### src/rtl/front_panel_led_sampler_if.sv
// front_panel_led_sampler_if
//   Bus bundle between the CPU/video side and the front-panel LED sampler.
//   master : drives the CPU sample inputs and vga_vs, observes the LEDs.
//   slave  : the sampler itself.
//   Signals:
//     sample_en          qualifies the CPU inputs this cycle
//     cpu_addr/data/status/other  raw indicator sources (16/8/8/4 bits)
//     vga_vs             active-low vertical sync
//     addrLEDs/dataLEDs/statusLEDs/otherLEDs  registered LED state
//     frame_tick         one-cycle pulse on each LED update
interface front_panel_led_sampler_if;
    logic        sample_en;
    logic [15:0] cpu_addr;
    logic [7:0]  cpu_data;
    logic [7:0]  cpu_status;
    logic [3:0]  cpu_other;
    logic        vga_vs;
    logic [15:0] addrLEDs;
    logic [7:0]  dataLEDs;
    logic [7:0]  statusLEDs;
    logic [3:0]  otherLEDs;
    logic        frame_tick;

    modport master (
        output sample_en, cpu_addr, cpu_data, cpu_status, cpu_other, vga_vs,
        input  addrLEDs, dataLEDs, statusLEDs, otherLEDs, frame_tick
    );

    modport slave (
        input  sample_en, cpu_addr, cpu_data, cpu_status, cpu_other, vga_vs,
        output addrLEDs, dataLEDs, statusLEDs, otherLEDs, frame_tick
    );
endinterface

### src/rtl/front_panel_led_sampler.sv
// front_panel_led_sampler
//   Averages 36 fast-changing CPU indicator bits over one video frame and
//   shows each as a steady LED. Every qualified sample bumps a frame total and
//   a per-LED high count; on the vga_vs falling edge each LED latches whether
//   it was high for at least half the frame, then the counters restart.
//   Counters saturate at 2^CNT_W-1 and freeze until the next frame edge.
//
//   Build option: define FP_PEAK_HOLD_EN to light an LED if its bit was seen
//   high at least once in the frame (instead of the majority rule).
//
//   Parameters: CNT_W  width of the frame total and of each high counter
//   Ports:
//     clk    single clock (shared with video timing)
//     reset  synchronous, active-high
//     bus    front_panel_led_sampler_if.slave (CPU inputs, vga_vs, LEDs,
//            frame_tick)

// One LED lane: high counter plus the registered LED.
module fp_led_lane #(
    parameter int CNT_W = 16
) (
    input  logic             clk,
    input  logic             reset,
    input  logic             frame_tick,
    input  logic             load,        // frame_tick with a non-empty frame
    input  logic             sample_en,
    input  logic             sat,         // frame total is saturated
`ifndef FP_PEAK_HOLD_EN
    input  logic [CNT_W-1:0] total,
`endif
    input  logic             bit_in,
    output logic             led
);
    logic [CNT_W-1:0] cnt;
    logic             lit;

    // The frame_tick sample opens the new frame rather than closing the old.
    always_ff @(posedge clk) begin
        if (reset)
            cnt <= '0;
        else if (frame_tick)
            cnt <= CNT_W'(sample_en & bit_in);
        else if (sample_en && !sat && bit_in)
            cnt <= cnt + 1'b1;
    end

`ifdef FP_PEAK_HOLD_EN
    assign lit = (cnt != '0);
`else
    // 2*cnt >= total in CNT_W+1 bits; ties light.
    assign lit = ({cnt, 1'b0} >= {1'b0, total});
`endif

    always_ff @(posedge clk) begin
        if (reset)
            led <= 1'b0;
        else if (load)
            led <= lit;
    end
endmodule

module front_panel_led_sampler #(
    parameter int CNT_W = 16
) (
    input  logic                      clk,
    input  logic                      reset,
    front_panel_led_sampler_if.slave  bus
);
    localparam int NUM_LANES = 36;

    logic                 vs_d;
    logic                 frame_tick;
    logic [CNT_W-1:0]     total;
    logic                 sat;
    logic                 load;
    logic [NUM_LANES-1:0] led_bits;
    logic [NUM_LANES-1:0] leds;

    assign led_bits = {bus.cpu_other, bus.cpu_status, bus.cpu_data, bus.cpu_addr};

    // vs_d resets high so a sync already low out of reset still gives a tick.
    always_ff @(posedge clk) begin
        if (reset)
            vs_d <= 1'b1;
        else
            vs_d <= bus.vga_vs;
    end

    assign frame_tick     = vs_d & ~bus.vga_vs;
    assign bus.frame_tick = frame_tick;

    assign sat  = &total;
    // An empty frame leaves the LEDs as they were.
    assign load = frame_tick & (|total);

    always_ff @(posedge clk) begin
        if (reset)
            total <= '0;
        else if (frame_tick)
            total <= CNT_W'(bus.sample_en);
        else if (bus.sample_en && !sat)
            total <= total + 1'b1;
    end

    for (genvar i = 0; i < NUM_LANES; i++) begin : g_lane
        fp_led_lane #(.CNT_W(CNT_W)) u_lane (
            .clk        (clk),
            .reset      (reset),
            .frame_tick (frame_tick),
            .load       (load),
            .sample_en  (bus.sample_en),
            .sat        (sat),
`ifndef FP_PEAK_HOLD_EN
            .total      (total),
`endif
            .bit_in     (led_bits[i]),
            .led        (leds[i])
        );
    end

    assign bus.addrLEDs   = leds[15:0];
    assign bus.dataLEDs   = leds[23:16];
    assign bus.statusLEDs = leds[31:24];
    assign bus.otherLEDs  = leds[35:32];
endmodule

### src/flat_wrapper.sv
// flat-port wrapper written by rule: the top's interface ports become plain ports
module front_panel_led_sampler_flat 
#(
    parameter int CNT_W = 16
)
  (clk, reset, bus_sample_en, bus_cpu_addr, bus_cpu_data, bus_cpu_status, bus_cpu_other, bus_vga_vs, bus_addrLEDs, bus_dataLEDs, bus_statusLEDs, bus_otherLEDs, bus_frame_tick);
  front_panel_led_sampler_if bus_i ();
  input  logic clk;
  input  logic reset;
  input wire logic [$bits(bus_i.sample_en)-1:0] bus_sample_en;
  input wire logic [$bits(bus_i.cpu_addr)-1:0] bus_cpu_addr;
  input wire logic [$bits(bus_i.cpu_data)-1:0] bus_cpu_data;
  input wire logic [$bits(bus_i.cpu_status)-1:0] bus_cpu_status;
  input wire logic [$bits(bus_i.cpu_other)-1:0] bus_cpu_other;
  input wire logic [$bits(bus_i.vga_vs)-1:0] bus_vga_vs;
  output wire logic [$bits(bus_i.addrLEDs)-1:0] bus_addrLEDs;
  output wire logic [$bits(bus_i.dataLEDs)-1:0] bus_dataLEDs;
  output wire logic [$bits(bus_i.statusLEDs)-1:0] bus_statusLEDs;
  output wire logic [$bits(bus_i.otherLEDs)-1:0] bus_otherLEDs;
  output wire logic [$bits(bus_i.frame_tick)-1:0] bus_frame_tick;
  assign bus_i.sample_en = bus_sample_en;
  assign bus_i.cpu_addr = bus_cpu_addr;
  assign bus_i.cpu_data = bus_cpu_data;
  assign bus_i.cpu_status = bus_cpu_status;
  assign bus_i.cpu_other = bus_cpu_other;
  assign bus_i.vga_vs = bus_vga_vs;
  assign bus_addrLEDs = bus_i.addrLEDs;
  assign bus_dataLEDs = bus_i.dataLEDs;
  assign bus_statusLEDs = bus_i.statusLEDs;
  assign bus_otherLEDs = bus_i.otherLEDs;
  assign bus_frame_tick = bus_i.frame_tick;
  front_panel_led_sampler #(.CNT_W(CNT_W)) u_core (.clk(clk), .reset(reset), .bus(bus_i));
endmodule
### config.mk
export PLATFORM = sky130hd
export DESIGN_NAME = front_panel_led_sampler_flat
export DESIGN_NICKNAME = d
export VERILOG_FILES = /design/src/rtl/front_panel_led_sampler_if.sv /design/src/rtl/front_panel_led_sampler.sv /design/src/flat_wrapper.sv
export SDC_FILE = /design/constraint.sdc
export NUM_CORES = 2
export LEC_CHECK = 0
export BUFFER_PORTS_ARGS = -buffer_cell sky130_fd_sc_hd__buf_2
export CORE_MARGIN = 2
export CORE_UTILIZATION = 65
export CTS_CLUSTER_DIAMETER = 80
export DETAILED_ROUTE_END_ITERATION = 10
export PLACE_DENSITY = 0.79
export SYNTH_ARGS = -nofsm -noshare
export SYNTH_HDL_FRONTEND = slang
export SYNTH_HIERARCHICAL = 1
export SYNTH_SLANG_ARGS = --single-unit
export TNS_END_PERCENT = 10
### constraint.sdc
create_clock -name clk -period 8.12 [get_ports clk]
set_clock_uncertainty 0.15 [all_clocks]
set_input_delay 1.218 -clock clk [delete_from_list [all_inputs] [get_ports clk]]
set_output_delay 1.218 -clock clk [all_outputs]
set_load 0.005 [all_outputs]
* After elaboration in Yosys (flattened, before gate mapping) *
Cells that the tools add are included.

storage, ports and cells
  register bits = 629
  input port bits = 40
  output and inout port bits = 37
  word-level logic and storage cells = 339

operators by class
  add/subtract/negate cells = 37
  magnitude comparators = 36
  multiplexer cells = 74
  bitwise operators = 39
  reductions and logical operators = 78

operators with widths
  kind                     count
  $mux W16                 72
  $ge A17 B16 Y1           36
  $add A16 B1 Y16 const B  37
  $reduce_bool A2 Y1       37
  $and A1 B1 Y1            38
  $logic_and A1 B1 Y1      37
  $reduce_and A16 Y1       1
  $reduce_or A16 Y1        1
  $mux W1                  2
  $reduce_or A2 Y1         1
  $logic_not A1 Y1         1
  $not A1 Y1               1

* Depth between registers and ports, before layout *
  depth in word-level cells = 6
  depth in mapped cells = 8
  gate-level depth less buffers = 8

* Modules after synthesis *
The synthesis kept the hierarchy.

modules (own cells, without submodules)
  module                   instances  cells an instance  area each (µm²)  sequential area each (µm²)
  fp_led_lane              36         142                1182.4           340.3
  front_panel_led_sampler  1          107                958.4            340.3

* Worst setup path after synthesis *
Ideal clock, no wire load.

  path type = reg-to-reg
  start = reg u_core.total[1]
  end = reg u_core.g_lane[0].u_lane.cnt[15]
  setup time = 0.115 ns
  arrival = 6.859 ns
  data required time = 7.855 ns
  slack = 0.996 ns
  cell stages (with the launch flop) = 9
  buffers on the path = 1
  period minus slack after synthesis = 7.124 ns
  cells stage by stage = dfxtp_1 ha_1 nand4_1 nor4_1 and3b_1 buf_6 o211ai_1 nor4_1 o21a_1

on the way
  word-level cells in the longest chain between the ends = 5

RTL lines
  what                               line                            RTL
  from (decl)                        front_panel_led_sampler.sv:73   logic [CNT_W-1:0] total;
  from (signal assigned)             front_panel_led_sampler.sv:100  total <= CNT_W'(bus.sample_en);
  from (signal assigned)             front_panel_led_sampler.sv:102  total <= total + 1'b1;
  $reduce_and A16 Y1                 front_panel_led_sampler.sv:92   assign sat = &total;
  net u_core.sat                     front_panel_led_sampler.sv:74   logic sat;
  $logic_not A1 Y1                   front_panel_led_sampler.sv:43   else if (sample_en && !sat && bit_in)
  $logic_and A1 B1 Y1 (2 in series)  front_panel_led_sampler.sv:43
  $reduce_bool A2 Y1 (no line)       -
  to (signal assigned)               front_panel_led_sampler.sv:42   cnt <= CNT_W'(sample_en & bit_in);
  to (signal assigned)               front_panel_led_sampler.sv:44   cnt <= cnt + 1'b1;
  to (decl)                          front_panel_led_sampler.sv:34   logic [CNT_W-1:0] cnt;

The timed path passes the listed nets, and every way through them passes these cells.
A chain may end at the register's enable or synchronous reset.

* Worst setup path in the final report *
  start = reg u_core.total[1]
  end = reg u_core.g_lane[29].u_lane.led

on the way
  word-level cells in the longest chain between the ends = 2
  elaborated cells on any way between the ends = 3
  classes of those cells = order compare: 1; bitwise: 1; reduce/logical: 1

RTL lines
  what                  line                           RTL
  $reduce_or A16 Y1     front_panel_led_sampler.sv:94  assign load = frame_tick & (|total);
  $and A1 B1 Y1         front_panel_led_sampler.sv:94
  net u_core.load       front_panel_led_sampler.sv:75  logic load;
  to (signal assigned)  front_panel_led_sampler.sv:58  led <= lit;
  to (decl)             front_panel_led_sampler.sv:32  output logic led

The timed path passes the listed nets, and every way through them passes these cells.

==> flow_metrics.py <==
metrics = {
    "timing": {
        "setup_viol": 0,
        "worst_pin_slew_ns": 1.10,
        "max_slew_margin_pct": 26.7,
        "finalHoldViolCount": 0,
        "holdWs_ns": 0.353,
        "slew_violations": 0,
        "fin_crit_sh_pct": 52.6,
        "rsz0062_at_grt": "no",
        "tns_ns": 0,
        "fin_crit_ns": 4.27,
        "max_freq_mhz": 234,
    },
    "logic_synthesis": {
        "synthTopCellsByArea": "dfxtp_1 (29%), ha_1 (17%), a21oi_1 (5.1%)",
        "synth_ff_type": "dfxtp_1",
        "yosysWarnings": 6,
        "mappedNetlistArea_mm2": 0.0435,
        "yosysMostFrequentCell": "dfxtp_1",
        "yosysTopAreaCell": "dfxtp_1",
        "synth_nets": 5837,
        "synth_cell_types": 49,
        "synth_top_area_share_pct": 28.9,
        "synth_edf_count": 0,
        "ys_seq_area_share_pct": 28.9,
        "syn_area_per_cell_um2": 8.34,
        "synthCells": 5219,
        "ys_seq_elements": 629,
        "yosys-top-cells-count": "dfxtp_1 (629), inv_1 (581), ha_1 (578), nor2_1 (471), a21oi_1 (440)",
        "synthArstFlopShare_pct": 0,
    },
    "floorplan": {
        "coreArea_mm2": 0.0660,
        "num_io_pins": 77,
        "placementRows": 94,
        "initial_core_util_pct": 66.0,
        "die-area_mm2": 0.0690,
        "fp.dieW_um": 263,
        "die_y_um": 263,
    },
    "cts": {
        "cts_resized": 0,
        "clk_pin_slew_worst_paths_ns": 0.06,
        "h-tree-depth": 3,
        "cts_tree": "built",
        "clockBufferDepth": 3,
        "cts_buffers": 73,
        "clk_latency_ns": 0.62,
        "post_cts_buffers": 0,
        "cts_hold_buf": 0,
        "clkSinkCount": 629,
        "root_buffer": "clkbuf_16",
    },
    "critical_path": {
        "rr_startpoint": "u_core/total[1]$_SDFFE_PP0P_",
        "worstPathArrival_ns": 4.65,
        "critPathLaunchType": "register",
        "timing.rr.end": "u_core/g_lane[29].u_lane/led$_SDFFE_PP0P_",
        "critPathLaunch": "u_core/total[1]$_SDFFE_PP0P_",
        "ff2ff_setup_slack_ns": 3.85,
        "worstRegToRegCells": 9,
        "worstSetupEndpointType": "register",
        "path_max_fanout": 48,
        "path_class": "register to register",
        "crit_path_end": "u_core/g_lane[29].u_lane/led$_SDFFE_PP0P_",
        "crit_required_ns": 8.50,
    },
    "power": {
        "leakage_uw": 0.0167,
        "irDropWorstVdd_uv": 130,
        "switching_power_uw": 1710,
        "swShare_pct": 24.7,
        "combPwrFrac_pct": 7.1,
        "clockPowerShare_pct": 46.8,
        "p_int_uw": 5190,
        "power_density_mw_per_mm2": 149,
        "seq_power_share_pct": 46.1,
    },
    "route": {
        "num_vias": 38298,
        "drc_errors": 0,
        "first_iter_violations": 2459,
        "wirelength_mm": 107,
        "vias_per_cell": 6.22,
        "first_pass_iters": 7,
        "wl_per_cell_um": 17.4,
        "ant_nets": 0,
    },
    "worst_hold_path": {
        "hold_class": "register to register",
    },
    "grt": {
        "grt_max_degree": 136,
        "grt_pass1_wl_mm": 176,
        "grt_usage_pct": 30.3,
        "overflow": 0,
        "grt_pass1_vias": 35888,
        "antenna_found_initial": 1,
    },
    "status": {
        "status": "finished, final reports clean",
    },
    "layout": {
        "syn2layout_area_growth_pct": 6.31,
        "drive_above_1_share_pct": 8.59,
        "nets": 5858,
        "antennaDiodeCount": 0,
    },
    "placement": {
        "globalplace.congestion": 0.797,
        "hpwl_mm": 65.7,
        "portBuffers": 76,
    },
    "flow_run": {
        "drv_cap": 0,
    },
}
[routing by layer]
metal	part of all wire [%]	GRT usage, %
met4	2.9	10.5
met5	0.0075	0
met2	46	51.4
met3	5.8	3.85
met1	45	39.8
[layout by cell type, fill, tap and decap left out, drive strengths merged, types with 72 or more instances in the layout]
master	netlist	routed
a211oi	72	72
a21oi	444	444
and3	74	74
buf	110	93
clkbuf	37	112
dfxtp	629	629
ha	578	578
inv	581	584
nand2	332	332
nand3	75	75
nand4	114	114
nor2	471	471
o2111ai	145	145
o211ai	144	144
o21ai	442	442
or3	226	226
or4	75	75
xor2	216	216
[worst min path at each step]
stage,start,to,slack [ns],cells past startpoint
floorplan,u_core/g_lane[0].u_lane/cnt[14]$_SDFFE_PP0P_,u_core/g_lane[0].u_lane/cnt[14]$_SDFFE_PP0P_,0.32,2
global placement,u_core/g_lane[4].u_lane/cnt[14]$_SDFFE_PP0P_,u_core/g_lane[4].u_lane/cnt[14]$_SDFFE_PP0P_,0.34,2
detailed placement,u_core/g_lane[29].u_lane/cnt[14]$_SDFFE_PP0P_,u_core/g_lane[29].u_lane/cnt[14]$_SDFFE_PP0P_,0.34,2
CTS,u_core/g_lane[29].u_lane/cnt[14]$_SDFFE_PP0P_,u_core/g_lane[29].u_lane/cnt[14]$_SDFFE_PP0P_,0.35,2
global route,u_core/g_lane[29].u_lane/cnt[14]$_SDFFE_PP0P_,u_core/g_lane[29].u_lane/cnt[14]$_SDFFE_PP0P_,0.37,2
finish,u_core/g_lane[22].u_lane/cnt[14]$_SDFFE_PP0P_,u_core/g_lane[22].u_lane/cnt[14]$_SDFFE_PP0P_,0.35,2
[worst max-delay path: stages (launching register included)]
cell and delay (ns):
dfxtp_2 0.31, buf_4 0.62, inv_1 0.10, ha_1 0.20
nor4b_1 0.16, a41oi_4 0.88, buf_4 0.78, o21bai_1 0.19
or4_1 0.56, o211ai_1 0.17
[metrics by stage]
stage	total power (µW)	setup WS, ns	cell area [µm²]	std cells	util [%]
floorplan	3610	0.996	43500	5219	-
global placement	3730	3.67	43900	6029	66.6
detailed placement	3740	3.59	43900	6029	66.6
CTS	6970	3.92	46300	6160	70.1
global route	7130	3.70	46300	6160	70.1
finish	6900	3.85	46300	6160	70.1
[power groups by stage]
stage / clock network [µW] / logic [µW] / registers (µW)
2_1_floorplan: 0 / 368 / 3250
3_3_place_gp: 0 / 477 / 3250
3_5_place_dp: 0 / 488 / 3250
4_1_cts: 3290 / 492 / 3180
5_1_grt: 3400 / 545 / 3190
6_report: 3230 / 492 / 3180
[cell type report]
cell class | count | area [µm²]
Fill cell | 5272 | 19700
Sequential cell | 629 | 12600
Timing Repair Buffer | 93 | 542
Multi-Input combinational cell | 3862 | 27500
Clock inverter | 19 | 168
Inverter | 581 | 2190
Clock buffer | 112 | 2170
Tap cell | 864 | 1080
[kinds of logic after synthesis]
family,count (synthesis),share of synthesized area [%]
buffers and inverters,728,7.99
adder cells (fa/ha/maj),578,16.6
AO/OA/AOI/OAI,1471,22.6
multiplexers,38,0.874
flip-flops,629,28.9
XOR/XNOR,217,4.37
AND/OR/NAND/NOR,1558,18.7
[registers in the layout, summed over array words and instances (netlist names)]
signal	cells
u_core/total	16
u_core/g_lane.u_lane/cnt	576
u_core/vs_d	1
u_core/g_lane.u_lane/led	36
Note: power is estimated with default switching activity, not from simulation.
